==> src/rtl/uart_cfg_cmd_ctrl.sv <==
// UART command controller: splits RX bytes into payload and register commands, owns the UART
// config registers and schedules read responses on the shared TX. Optional macro CMD_ECHO_EN.
module uart_cfg_cmd_ctrl #(
  parameter logic [3:0] PARITY_RST = 4'h1,
  parameter logic [3:0] FLEN_RST   = 4'h8,
  parameter logic [3:0] BAUD_RST   = 4'h0
) (
  input  logic       clk,
  input  logic       rst,
  input  logic [7:0] rx_data,
  input  logic       rx_valid,
  input  logic       rx_err,
  input  logic       tx_busy,
  output logic [7:0] tx_data,
  output logic       tx_start,
  output logic [7:0] data_out,
  output logic       data_valid,
  output logic       parity_en,
  output logic       parity_odd,
  output logic [3:0] baud_sel,
  output logic [3:0] frame_len,
  output logic       stop2,
  output logic [7:0] err_cnt,
  output logic       overrun
);

  typedef enum logic [2:0] {
    IDLE      = 3'd0,
    LOAD      = 3'd1,
    START     = 3'd2,
    WAIT_BUSY = 3'd3,
    WAIT_DONE = 3'd4
  } tx_state_t;

  tx_state_t  state_r, state_nx_s;
  logic [1:0] tmo_r;
  logic [3:0] parity_r, baud_r, flen_r, stopb_r;
  logic [7:0] slot_data_r, tx_data_r, data_out_r, err_cnt_r;
  logic       slot_full_r, tx_start_r, data_valid_r, overrun_r;

  logic [3:0] addr_s, val_s;
  logic       acc_s, cmd_s, payload_s, legal_s, flen_ok_s;
  logic       rd_s, wr_try_s, wr_s, bad_s, push_s, slot_free_s;
  logic [7:0] push_data_s;

  function automatic logic [3:0] reg_mux(input logic [3:0] addr, input logic [3:0] p,
                                         input logic [3:0] b, input logic [3:0] f,
                                         input logic [3:0] s);
    case (addr)
      4'h9:    reg_mux = p;
      4'hA:    reg_mux = b;
      4'hC:    reg_mux = f;
      4'hD:    reg_mux = s;
      default: reg_mux = 4'h0;
    endcase
  endfunction

  // Byte classification and pending-slot push request
  always_comb begin
    addr_s    = rx_data[7:4];
    val_s     = rx_data[3:0];
    acc_s     = rx_valid & ~rx_err;
    cmd_s     = acc_s & rx_data[7];
    payload_s = acc_s & ~rx_data[7];
    case (addr_s)
      4'h9, 4'hA, 4'hC, 4'hD: legal_s = 1'b1;
      default:                legal_s = 1'b0;
    endcase
    flen_ok_s = (val_s >= 4'd5) && (val_s <= 4'd9);
    rd_s      = cmd_s & legal_s & (val_s == 4'hF);
    wr_try_s  = cmd_s & legal_s & (val_s != 4'hF);
    wr_s      = wr_try_s & ((addr_s != 4'hC) | flen_ok_s);
    bad_s     = (rx_valid & rx_err) | (cmd_s & ~legal_s) | (wr_try_s & ~wr_s);
`ifdef CMD_ECHO_EN
    push_s = rd_s | wr_s;
    if (rd_s) begin
      push_data_s = {addr_s, reg_mux(addr_s, parity_r, baud_r, flen_r, stopb_r)};
    end else begin
      push_data_s = rx_data;
    end
`else
    push_s      = rd_s;
    push_data_s = {addr_s, reg_mux(addr_s, parity_r, baud_r, flen_r, stopb_r)};
`endif
    // The slot drains in LOAD, so a push landing in that same cycle still fits.
    slot_free_s = ~slot_full_r | (state_r == LOAD);
  end

  // Config registers, payload path, error counter and pending slot
  always_ff @(posedge clk) begin
    if (rst) begin
      parity_r     <= PARITY_RST;
      baud_r       <= BAUD_RST;
      flen_r       <= FLEN_RST;
      stopb_r      <= 4'h0;
      data_out_r   <= 8'h00;
      data_valid_r <= 1'b0;
      err_cnt_r    <= 8'h00;
      slot_full_r  <= 1'b0;
      slot_data_r  <= 8'h00;
      overrun_r    <= 1'b0;
    end else begin
      if (wr_s) begin
        case (addr_s)
          4'h9:    parity_r <= val_s;
          4'hA:    baud_r   <= val_s;
          4'hC:    flen_r   <= val_s;
          4'hD:    stopb_r  <= val_s;
          default: parity_r <= parity_r;
        endcase
      end
      data_valid_r <= payload_s;
      if (payload_s) data_out_r <= rx_data;
      if (bad_s && (err_cnt_r != 8'hFF)) err_cnt_r <= err_cnt_r + 8'd1;
      if (push_s && slot_free_s) begin
        slot_full_r <= 1'b1;
        slot_data_r <= push_data_s;
      end else if (state_r == LOAD) begin
        slot_full_r <= 1'b0;
      end
      if (push_s && !slot_free_s) overrun_r <= 1'b1;
    end
  end

  // TX scheduler next-state logic
  always_comb begin
    state_nx_s = state_r;
    case (state_r)
      IDLE: begin
        if (slot_full_r && !tx_busy) state_nx_s = LOAD;
        else                         state_nx_s = IDLE;
      end
      LOAD:  state_nx_s = START;
      START: state_nx_s = WAIT_BUSY;
      WAIT_BUSY: begin
        if (tx_busy)              state_nx_s = WAIT_DONE;
        else if (tmo_r == 2'd3)   state_nx_s = IDLE;
        else                      state_nx_s = WAIT_BUSY;
      end
      WAIT_DONE: begin
        if (!tx_busy) state_nx_s = IDLE;
        else          state_nx_s = WAIT_DONE;
      end
      default: state_nx_s = IDLE;
    endcase
  end

  // TX scheduler state, busy-wait timeout and registered TX outputs
  always_ff @(posedge clk) begin
    if (rst) begin
      state_r    <= IDLE;
      tmo_r      <= 2'd0;
      tx_data_r  <= 8'h00;
      tx_start_r <= 1'b0;
    end else begin
      state_r    <= state_nx_s;
      tmo_r      <= (state_r == WAIT_BUSY) ? tmo_r + 2'd1 : 2'd0;
      tx_start_r <= (state_r == LOAD);
      if (state_r == LOAD) tx_data_r <= slot_data_r;
    end
  end

  assign tx_data    = tx_data_r;
  assign tx_start   = tx_start_r;
  assign data_out   = data_out_r;
  assign data_valid = data_valid_r;
  assign parity_en  = parity_r[0];
  assign parity_odd = parity_r[1];
  assign baud_sel   = baud_r;
  assign frame_len  = flen_r;
  assign stop2      = stopb_r[0];
  assign err_cnt    = err_cnt_r;
  assign overrun    = overrun_r;

endmodule

==> config.mk <==
export PLATFORM = sky130hd
export DESIGN_NAME = uart_cfg_cmd_ctrl
export DESIGN_NICKNAME = d
export VERILOG_FILES = /design/src/rtl/uart_cfg_cmd_ctrl.sv
export SDC_FILE = /design/constraint.sdc
export NUM_CORES = 1
export LEC_CHECK = 0
export ABC_AREA = 0
export CORE_UTILIZATION = 50
export DETAILED_ROUTE_END_ITERATION = 8
export PLACE_DENSITY = 0.87
export SYNTH_ARGS = -nofsm -noshare
export SYNTH_HDL_FRONTEND = slang
export SYNTH_SLANG_ARGS = --single-unit
export TNS_END_PERCENT = 20
==> constraint.sdc <==
create_clock -name clk -period 5.1 [get_ports clk]
set_clock_uncertainty 0.15 [all_clocks]
set_input_delay 1.02 -clock clk [delete_from_list [all_inputs] [get_ports clk]]
set_output_delay 1.02 -clock clk [all_outputs]
set_load 0.005 [all_outputs]
==> flow_summary.ini <==
[outcome]
run_status = complete, no violations

[routing]
drt-initial-drc-count = 174
routed_wl_um = 5210
detail_route.wl_per_cell_um = 14.0
drc = 0
ant_nets = 0
dr.pass1.iters = 4
vias = 2056
via_per_inst = 5.54

[clocking]
post_cts_resize_count = 0
htree_num_levels = 3
post_cts_buffers = 0
cts_tree = done
clk_latency_ns = 0.33
clk_pin_slew_ns = 0.06
cts.sinks = 57
clockRootBuffer = clkbuf_8
cts_hold_buf = 0
clk_path_buf_depth = 2
numCtsBuffers = 9

[pwr]
fin_total_pwr_mw = 1.02
ir_drop_v = 0.000221
powerDensity_nw_per_um2 = 323
leakage_nw = 1.10

[finish]
seq_area_um2 = 1140
fin_nets = 329
area_delta_synth_final_pct = 31.5
layout_common_cells = dfxtp_1 (57), clkdlybuf4s50_1 (49), nor2_1 (39), nand2_1 (34), a21oi_1 (21)
multiInputGateArea_um2 = 1200
drive_gt1_share_pct = 10.3
fin_util_pct = 70.4
fill_cells = 350
n_antenna_cell = 0
layout_commonest_cell = dfxtp_1

[yosys]
synth_top_cell_area_share_pct = 47.3
ys_types = 44
synth_edf_count = 0
synth_area_leaders = dfxtp_1 (47%), mux2i_1 (7.5%), nor2_1 (6.1%)
ys_ff_latch = 57
netlist_area_um2 = 2410
yosys_most_used_dff = dfxtp_1
syn_nets = 281
netlist_instances = 266
avgSynthCellArea_um2 = 9.06
yosysWarnings = 0
seq_area_frac_synth_pct = 47.3
async_flop_share_pct = 0
synth.largest_area_cell = dfxtp_1

[sta]
fmax_ghz = 0.312
min_period_ns = 3.21
slew_headroom_pct = 32.1
post-route-period-util_pct = 62.9
finalHoldViolations = 0
tns_ns = 0
setup_violations = 0
slew_viol_final = 0
rsz0062_at_grt = false
tightest_slew_ns = 1.02

[critical_path]
worstSetupStartpointType = input pin
worstSetupPathDepth = 6
critPathTopFamily = compound AO/OA/AOI/OAI gates
r2r-end = slot_data_r[2]$_SDFFE_PP0P_
cp_slowest_stage_delay_ns = 0.74
r2r_slack_ns = 2.70
crit_required_ns = 5.17
ff2ff_path_depth = 5
cp_max_fo = 12
r2r-start = state_r[0]$_SDFF_PP0_
path_cells = clkdlybuf4s50_1, nand4_1, nand4b_1, a21oi_1, nor2_1, a311oi_1
path_buf_inv = 1
critPathKind = in -> reg
cp.arrival_ns = 3.28
critPathSlowestCell = a21oi_1
end_kind = flip-flop

[worst_hold_path]
min_from = tmo_r[0]$_SDFF_PP0_
whs_path_depth = 1
min_to = tmo_r[0]$_SDFF_PP0_
worstHoldPathType = reg -> reg

[floorplanning]
initial_core_util_pct = 53.5
die_x_um = 71.4
core_um2 = 4500
fp.dieArea_um2 = 5100
rows = 24
io_pins = 51
die_h_um = 71.4

[global_routing]
grt_pass1_vias = 1882
grt_overflow = 0
track_usage_pct = 22.1
grt_max_degree = 63
grt_pass1_wl_um = 8670
antenna_found_initial = 0

[placed_design]
gp_congestion = 0.886
hpwl_um = 3580
port_buffers = 50

[flow_run]
drv_cap = 0
[how the worst max path moves through the flow]
stage	startpoint	endpoint	slack, ns
after global routing	rx_data[2]	slot_data_r[2]$_SDFFE_PP0P_	1.74
after global placement	rx_data[2]	slot_data_r[4]$_SDFFE_PP0P_	1.72
after CTS	rx_data[2]	slot_data_r[2]$_SDFFE_PP0P_	1.93
final	rx_data[2]	slot_data_r[2]$_SDFFE_PP0P_	1.89
after floorplan	rx_data[1]	err_cnt[7]$_SDFFE_PP0P_	2.48
after detailed placement	rx_data[2]	slot_data_r[6]$_SDFFE_PP0P_	1.65
[power breakdown]
group / switching, mW / internal, mW
combinational: 0.0294 / 0.0259
clock: 0.179 / 0.337
sequential: 0.00321 / 0.449
[registers in the layout (all words and copies together), names as in the netlist, 2 cells and up]
name / cells
baud_sel: 4
data_out: 8
err_cnt: 8
frame_len: 4
parity_r: 4
slot_data_r: 8
state_r: 3
stopb_r: 4
tmo_r: 2
tx_data: 8
[layer usage]
| layer | wire [um] | GRT usage [%] |
|---|---|---|
| met4 | 101 | 11.6 |
| met1 | 2420 | 28.4 |
| met5 | 0 | 0 |
| met2 | 2430 | 35.1 |
| met3 | 259 | 4.50 |
[kinds of logic after synthesis]
family,after synthesis,synth area share (%)
AOI/OAI and AO/OA,44,13.2
muxes,24,10.3
buffers and inverters,17,2.80
and+or+nand+nor,122,25.4
DFF,57,47.3
adders and majority gates,2,1.04
[final cells by class]
class	instances	share of cell area [%]
multi-input combinational	192	37.9
sequential	57	36.0
timing repair buffer	52	16.1
clock buffer	11	4.46
clock inverter	5	3.24
tap	52	2.05
inverter	2	0.237
[Yosys cell counts (2+ instances only)]
master	number
nand4_1	5
buf_2	3
nor3b_1	4
nor2b_1	9
a311oi_1	4
ha_1	2
nand3b_1	2
nor3_1	2
a222oi_1	4
nand2b_1	4
nor2_1	39
clkbuf_1	7
inv_1	2
a21oi_1	21
dfxtp_1	57
buf_1	5
nand2_1	34
mux2i_1	18
mux2_2	5
or2_2	2
nand3_1	11
and2_1	2
a211oi_1	3
[worst reg2reg max path, cell delays in order, from the launching register on]
cell      delay, ns
dfxtp_1        0.41
nor2b_1        0.22
nand2b_1       0.26
a21oi_1        0.82
nor2_1         0.09
a311oi_1       0.33
[stage by stage]
step                      instances  setup WS (ns)  cell area [um^2]  hold WS, ns
final                           371           1.89              3170        0.275
after global routing            371           1.74              3170        0.286
after CTS                       371           1.93              3170        0.279
after detailed placement        355           1.65              2930        0.263
after global placement          355           1.72              2930        0.258
after floorplan                 266           2.48              2410        0.248
No activity file was read; power rests on OpenSTA's default activity.
